### src/rtl/clock_pkg.sv
// Shared BCD constants and helpers for the 12-hour time-of-day counter.
package clock_pkg;

  localparam logic [7:0] BCD_00 = 8'h00;
  localparam logic [7:0] BCD_01 = 8'h01;
  localparam logic [7:0] BCD_09 = 8'h09;
  localparam logic [7:0] BCD_11 = 8'h11;
  localparam logic [7:0] BCD_12 = 8'h12;
  localparam logic [7:0] BCD_59 = 8'h59;

  // True when both nibbles are decimal digits and the value does not exceed max.
  // With legal digits, BCD ordering matches plain binary ordering.
  function automatic logic bcd_valid(input logic [7:0] value, input logic [7:0] max);
    return (value[3:0] <= 4'd9) && (value[7:4] <= 4'd9) && (value <= max);
  endfunction

  // Two-digit BCD increment without range wrap; callers handle their own limits.
  function automatic logic [7:0] bcd_inc(input logic [7:0] value);
    logic [7:0] result;
    if (value[3:0] == BCD_09[3:0]) begin
      result = {value[7:4] + 4'd1, 4'd0};
    end else begin
      result = {value[7:4], value[3:0] + 4'd1};
    end
    return result;
  endfunction

endpackage

### src/rtl/bcd_mod60.sv
// Two-digit BCD counter 00..59 with synchronous load; used for seconds and minutes.
module bcd_mod60
  import clock_pkg::*;
(
  input  logic       clk,
  input  logic       reset,
  input  logic       inc,
  input  logic       ld,
  input  logic [7:0] ld_val,
  output logic [7:0] q,
  output logic       wrap
);

  // Carry out to the next stage on the increment that takes 59 back to 00.
  assign wrap = inc && (q == BCD_59);

  // Count register: load wins over increment, 59 rolls to 00.
  always_ff @(posedge clk or negedge reset) begin
    if (!reset) begin
      q <= BCD_00;
    end else if (ld) begin
      q <= ld_val;
    end else if (wrap) begin
      q <= BCD_00;
    end else if (inc) begin
      q <= bcd_inc(q);
    end
  end

endmodule

### src/rtl/clock_12h.sv
// BCD 12-hour time-of-day counter (hh:mm:ss + AM/PM) with checked time load
// and one-cycle minute/hour carry strobes.
module clock_12h
  import clock_pkg::*;
#(
  parameter logic [7:0] RESET_HH = 8'h12,
  parameter logic       RESET_PM = 1'b0
) (
  input  logic       clk,
  input  logic       reset,
  input  logic       ena,
  input  logic       load,
  input  logic [7:0] load_hh,
  input  logic [7:0] load_mm,
  input  logic [7:0] load_ss,
  input  logic       load_pm,
  output logic [7:0] hh,
  output logic [7:0] mm,
  output logic [7:0] ss,
  output logic       pm,
  output logic       min_tick,
  output logic       hour_tick,
  output logic       load_err
);

  logic sec_step;
  logic load_legal;
  logic load_ok;
  logic load_bad;
  logic ss_wrap;
  logic mm_wrap;

  // A load in the same cycle as a tick swallows the tick rather than deferring it.
  assign sec_step   = ena && !load;
  assign load_legal = bcd_valid(load_hh, BCD_12) && (load_hh != BCD_00) &&
                      bcd_valid(load_mm, BCD_59) && bcd_valid(load_ss, BCD_59);
  assign load_ok    = load && load_legal;
  assign load_bad   = load && !load_legal;

  bcd_mod60 u_sec (
    .clk    (clk),
    .reset  (reset),
    .inc    (sec_step),
    .ld     (load_ok),
    .ld_val (load_ss),
    .q      (ss),
    .wrap   (ss_wrap)
  );

  bcd_mod60 u_min (
    .clk    (clk),
    .reset  (reset),
    .inc    (ss_wrap),
    .ld     (load_ok),
    .ld_val (load_mm),
    .q      (mm),
    .wrap   (mm_wrap)
  );

  // Hour stepping 12->01->...->12; only the 11->12 step flips AM/PM.
  always_ff @(posedge clk or negedge reset) begin
    if (!reset) begin
      hh <= RESET_HH;
      pm <= RESET_PM;
    end else if (load_ok) begin
      hh <= load_hh;
      pm <= load_pm;
    end else if (mm_wrap) begin
      if (hh == BCD_12) begin
        hh <= BCD_01;
      end else begin
        hh <= bcd_inc(hh);
        if (hh == BCD_11) begin
          pm <= !pm;
        end
      end
    end
  end

  // Registered one-cycle event strobes.
  always_ff @(posedge clk or negedge reset) begin
    if (!reset) begin
      min_tick  <= 1'b0;
      hour_tick <= 1'b0;
      load_err  <= 1'b0;
    end else begin
      min_tick  <= ss_wrap;
      hour_tick <= mm_wrap;
      load_err  <= load_bad;
    end
  end

endmodule

### config.mk
export PLATFORM = sky130hd
export DESIGN_NAME = clock_12h
export DESIGN_NICKNAME = d
export VERILOG_FILES = /design/src/rtl/clock_pkg.sv /design/src/rtl/bcd_mod60.sv /design/src/rtl/clock_12h.sv
export SDC_FILE = /design/constraint.sdc
export NUM_CORES = 1
export LEC_CHECK = 0
export CORE_MARGIN = 2
export CORE_UTILIZATION = 30
export DETAILED_ROUTE_END_ITERATION = 6
export HOLD_SLACK_MARGIN = 0.03
export PLACE_DENSITY_LB_ADDON = 0.08
export SLEW_MARGIN = 30
export SYNTH_ARGS = -nofsm -noshare
export SYNTH_HDL_FRONTEND = slang
export SYNTH_SLANG_ARGS = --single-unit
### constraint.sdc
create_clock -name clk -period 4.9 [get_ports clk]
set_input_delay 1.225 -clock clk [delete_from_list [all_inputs] [get_ports clk]]
set_output_delay 1.225 -clock clk [all_outputs]
set_load 0.005 [all_outputs]
==> summary by stage <==
Finish
The number of nets in the finished design is roughly 280. The post-route cell area is 0.00240 mm². Cells with a size suffix above 1 make up ~5.3% of the layout. The count of placed standard cells in the final layout, fillers left out is about 320.

0 antenna diodes ended up in the layout. At the end of the flow the core is filled with cells to a little over two fifths. From synthesis to final layout, the design area changed by 37.0%. The number of inserted filler cells in the final layout is a little under 600.

Route
After detailed routing, the number of vias per cell comes to 4.97. The final routed wire length divided by cell count is 14.3 µm. The overall routed net length is 4.57 mm. The number of remaining DRC errors is 0. The total number of vias is roughly 1600. The first TritonRoute pass finished after 4 iterations. The detail route stage leaves a number of antenna-violating nets equal to 0. The number of design-rule violations left by the first detailed-router iteration is 53.

Worst setup path
The critical path's largest stage delay is roughly 800 ps. In this run the number of cells on the critical path is 6. The worst register-to-register path begins at u_sec.q[5]. The required time at the endpoint of the critical path is 5070 ps. The slowest library cell on the worst path is sky130_fd_sc_hd__and4_1.

The highest fanout seen on the critical path is 26. The startpoint class of the critical path is an input pin. The number of cell instances on the worst register-to-register path is 7. Broken down by cell family, the worst path's largest delay share belongs to simple AND/OR/NAND/NOR gates. The type of the worst setup path is input pin to flip-flop. The critical path ends at u_min.q[1].

At the worst endpoint, the arrival time is around 3400 ps. The internal reg-to-reg setup slack is approximately 2700 ps. The signal on the critical path passes through clkdlybuf4s50_1 -> a211oi_1 -> o211a_1 -> and4_1 -> nor3_1 -> a221o_1.

The count of buffering cells on the critical path with inverters included is 1. The most critical setup path has its startpoint at load_hh[4]. The destination of the worst register-to-register timing path is hh[6].

The worst setup path is captured at a flip-flop.

Synthesis
The number of nets handed over by synthesis was 230. During synthesis, Yosys emitted a total of 0 warnings. The distinct cell type count after synthesis is 52. After synthesis, the share of flip-flops with an asynchronous set or reset is 100%. The count of flip-flops with a built-in enable after synthesis is 0. Of all cell types, the one taking the most synthesized area is sky130_fd_sc_hd__dfrtp_1. The mean post-synth cell area is around 9.0 µm². Yosys attributes the largest share of cell area to sky130_fd_sc_hd__dfrtp_1 (37%), sky130_fd_sc_hd__nand2_1 (5.6%), sky130_fd_sc_hd__o21ai_0 (4.6%), sky130_fd_sc_hd__ha_1 (4.3%), sky130_fd_sc_hd__nand3_1 (3.1%). In this run the biggest area consumer among cell types represents 37.1% of the synthesized area. The post-synthesis cell area is 0.00175 mm².

The synthesized design contains 28 register bits. Of the synthesized area, sequential elements account for roughly two fifths. The top flip-flop cell by instance count after synthesis is sky130_fd_sc_hd__dfrtp_1.

Ranked by instance count, the synthesized netlist is headed by sky130_fd_sc_hd__dfrtp_1 (26), sky130_fd_sc_hd__nand2_1 (26), sky130_fd_sc_hd__o21ai_0 (16). Synthesis handed over a netlist of roughly 200 instances.

STA
In this run the tightest slew margin relative to its limit is between 40% and 50%. The smallest setup slack after layout is about 1700 ps. In the final timing run, aggregate negative setup slack is 0 ps. Across all hold checks on the routed design, the worst slack comes to roughly 500 ps. Setup violations remaining at the end of the flow were counted as 0. The final critical path takes up between 60% and 70% of the cycle. The transition at the pin with the smallest max-transition slack is between 800 and 900 ps. The count of final max-slew check failures is 0. The routed design could run at a clock period as short as 3180 ps. Setup repair after global routing left no endpoint under its margin.

For the final database, setup skew stands at 5.08 ps. The maximum frequency from static timing analysis is about 310 MHz. The number of failing hold endpoints at the final stage is 0.

Floorplanning
The number of placed I/O pins is 57. The number of standard-cell rows in the floorplan is 27. The y dimension of the die is 80.5 µm. The area of the die is 0.00647 mm².

The region available for standard cell placement spans between 0.005 and 0.006 mm². For this configuration, the core starts out at a cell density of about a third. The horizontal die dimension is approximately 80 µm.

Power
The clock network fraction of total power is 20.6%. The power spent charging and discharging nets is 191 µW. The switching power as a share of total power is 30.8%. The total power per unit cell area is 258 mW/mm². The internal power is ~430 µW. The power share of the combinational group is a little under a third.

Per report_power, the sequential group accounts for about half of the total. Across the VDD grid, the largest voltage drop is around 190 µV. Overall power consumption after layout is estimated at between 600 and 700 µW. For this design the static power due to leakage is around 0.96 nW.

Global routing
The first-pass GRT wire length is slightly above 7 mm. The via count of the first global-routing pass was about 1500. The number of antenna violations at the first check in global routing was 0. The pin count of the biggest net entering global routing is 29. The overflow left after global routing is 0. The global-route total usage across every layer is 14.1%.

Clock network
The clock reaches the later pin of the worst-skew pair after roughly 280 ps. The number of CTS-inserted buffers is 3. The post-CTS setup repair buffer count is 0.

The number of H-tree levels is 1. The post-cts repair resize count is 0. TritonCTS built the clock tree.

Clock tree synthesis found a total of 28 sinks. In this run, post-CTS hold repair placed 0 buffers. The clock-pin slew reported for the worst setup and hold paths after clock tree synthesis is 100 ps. Clock tree synthesis selected as its root buffer the cell sky130_fd_sc_hd__clkbuf_8.

No sink is reached through more buffers than the 2 on the longest clock path.

Placed design
The total placed instance area is about 0.0024 mm². After legalization and detailed placement, the total HPWL measured ~3.4 mm. During placement, the flow inserted port buffers numbering 56.

Routability-driven placement finished with a final weighted congestion of a little over 0.8. The worst setup slack before clock tree synthesis is between 1000 and 1500 ps. After detailed placement, the design holds a cell count of around 320.

Min path
Counting instances, the worst hold path has a depth of 1. The worst hold-check path type is flip-flop to flip-flop.

Status
The flow ran to the end, and the final reports show no timing, DRC or antenna violations.

Run
Across the run, the number of max-cap violations was 0.
cell usage in the layout (no fill, tap or decap), types with 3 or more instances in the layout:
cell,Yosys,final
sky130_fd_sc_hd__xnor2_1,5,5
sky130_fd_sc_hd__nand3b_1,3,3
sky130_fd_sc_hd__a21oi_1,9,9
sky130_fd_sc_hd__xor2_1,3,3
sky130_fd_sc_hd__ha_1,6,6
sky130_fd_sc_hd__nor2_1,11,11
sky130_fd_sc_hd__o21ai_0,16,16
sky130_fd_sc_hd__nand3_1,11,11
sky130_fd_sc_hd__clkdlybuf4s50_1,0,56
sky130_fd_sc_hd__nand2b_1,3,3
sky130_fd_sc_hd__dfrtp_1,26,26
sky130_fd_sc_hd__nor3_1,7,7
sky130_fd_sc_hd__nand2_1,26,26
sky130_fd_sc_hd__clkbuf_8,0,3
sky130_fd_sc_hd__or3_1,5,5
sky130_fd_sc_hd__inv_1,10,10
sequential cells by signal, summed over array words and instances (netlist names):
register	flops
u_min.q	8
hour_tick	1
hh	8
u_sec.q	8
pm	1
load_err	1
min_tick	1
worst register-to-register path, delay by kind of cell (launching register included):
family,cells,cell delay [ps]
AND/OR/NAND/NOR,4,1260
flip-flops,1,420
AO/OA/AOI/OAI,1,170
adder cells (fa/ha/maj),1,160
buffers and inverters,1,80
worst min path at each step:
stage	endpoint	start	slack, ps
floorplan	u_sec.q[7]	u_sec.q[7]	490
global placement	u_sec.q[7]	u_sec.q[7]	500
detailed placement	u_sec.q[7]	u_sec.q[7]	500
CTS	u_sec.q[7]	u_sec.q[7]	510
global route	u_sec.q[7]	u_sec.q[7]	540
finish	u_sec.q[7]	u_sec.q[7]	510
kinds of logic (layout without fill, tap and decap cells):
group	after synthesis	in the layout	synth area share [%]
AND/OR/NAND/NOR	84	84	27.0
AO/OA/AOI/OAI	47	47	17.2
flip-flops	28	28	40.1
buffers and inverters	18	70	4.99
XOR/XNOR	8	8	3.99
adder cells (fa/ha/maj)	6	6	4.28
multiplexers	4	4	2.43
routing by layer:
| layer | share of wire (%) | global-route usage (%) | wire length (µm) | up-vias |
|---|---|---|---|---|
| met2 | 47 | 23.0 | 2170 | 34 |
| li1 | - | - | - | 805 |
| met1 | 48 | 19.6 | 2200 | 746 |
| met4 | 0.33 | 2.03 | 15 | 0 |
| met5 | 0 | 0 | 0 | - |
| met3 | 4.0 | 3.03 | 181 | 2 |
power groups by stage:
| stage | combinational, mW | clock, mW | sequential [mW] |
|---|---|---|---|
| finish | 0.186 | 0.128 | 0.306 |
| global route | 0.206 | 0.141 | 0.312 |
| CTS | 0.189 | 0.135 | 0.306 |
| detailed placement | 0.188 | 0 | 0.309 |
| global placement | 0.186 | 0 | 0.311 |
| floorplan | 0.0827 | 0 | 0.303 |
cell type report:
| cell class | count | area (µm²) | share of cell area [%] |
|---|---|---|---|
| Multi-Input combinational cell | 149 | 963 | 40.1 |
| Sequential cell | 28 | 703 | 29.3 |
| Timing Repair Buffer | 57 | 568 | 23.6 |
| Tap cell | 72 | 90.1 | 3.75 |
| Clock buffer | 3 | 41.3 | 1.72 |
| Inverter | 10 | 37.5 | 1.56 |
(Power assumes the default switching activity.)
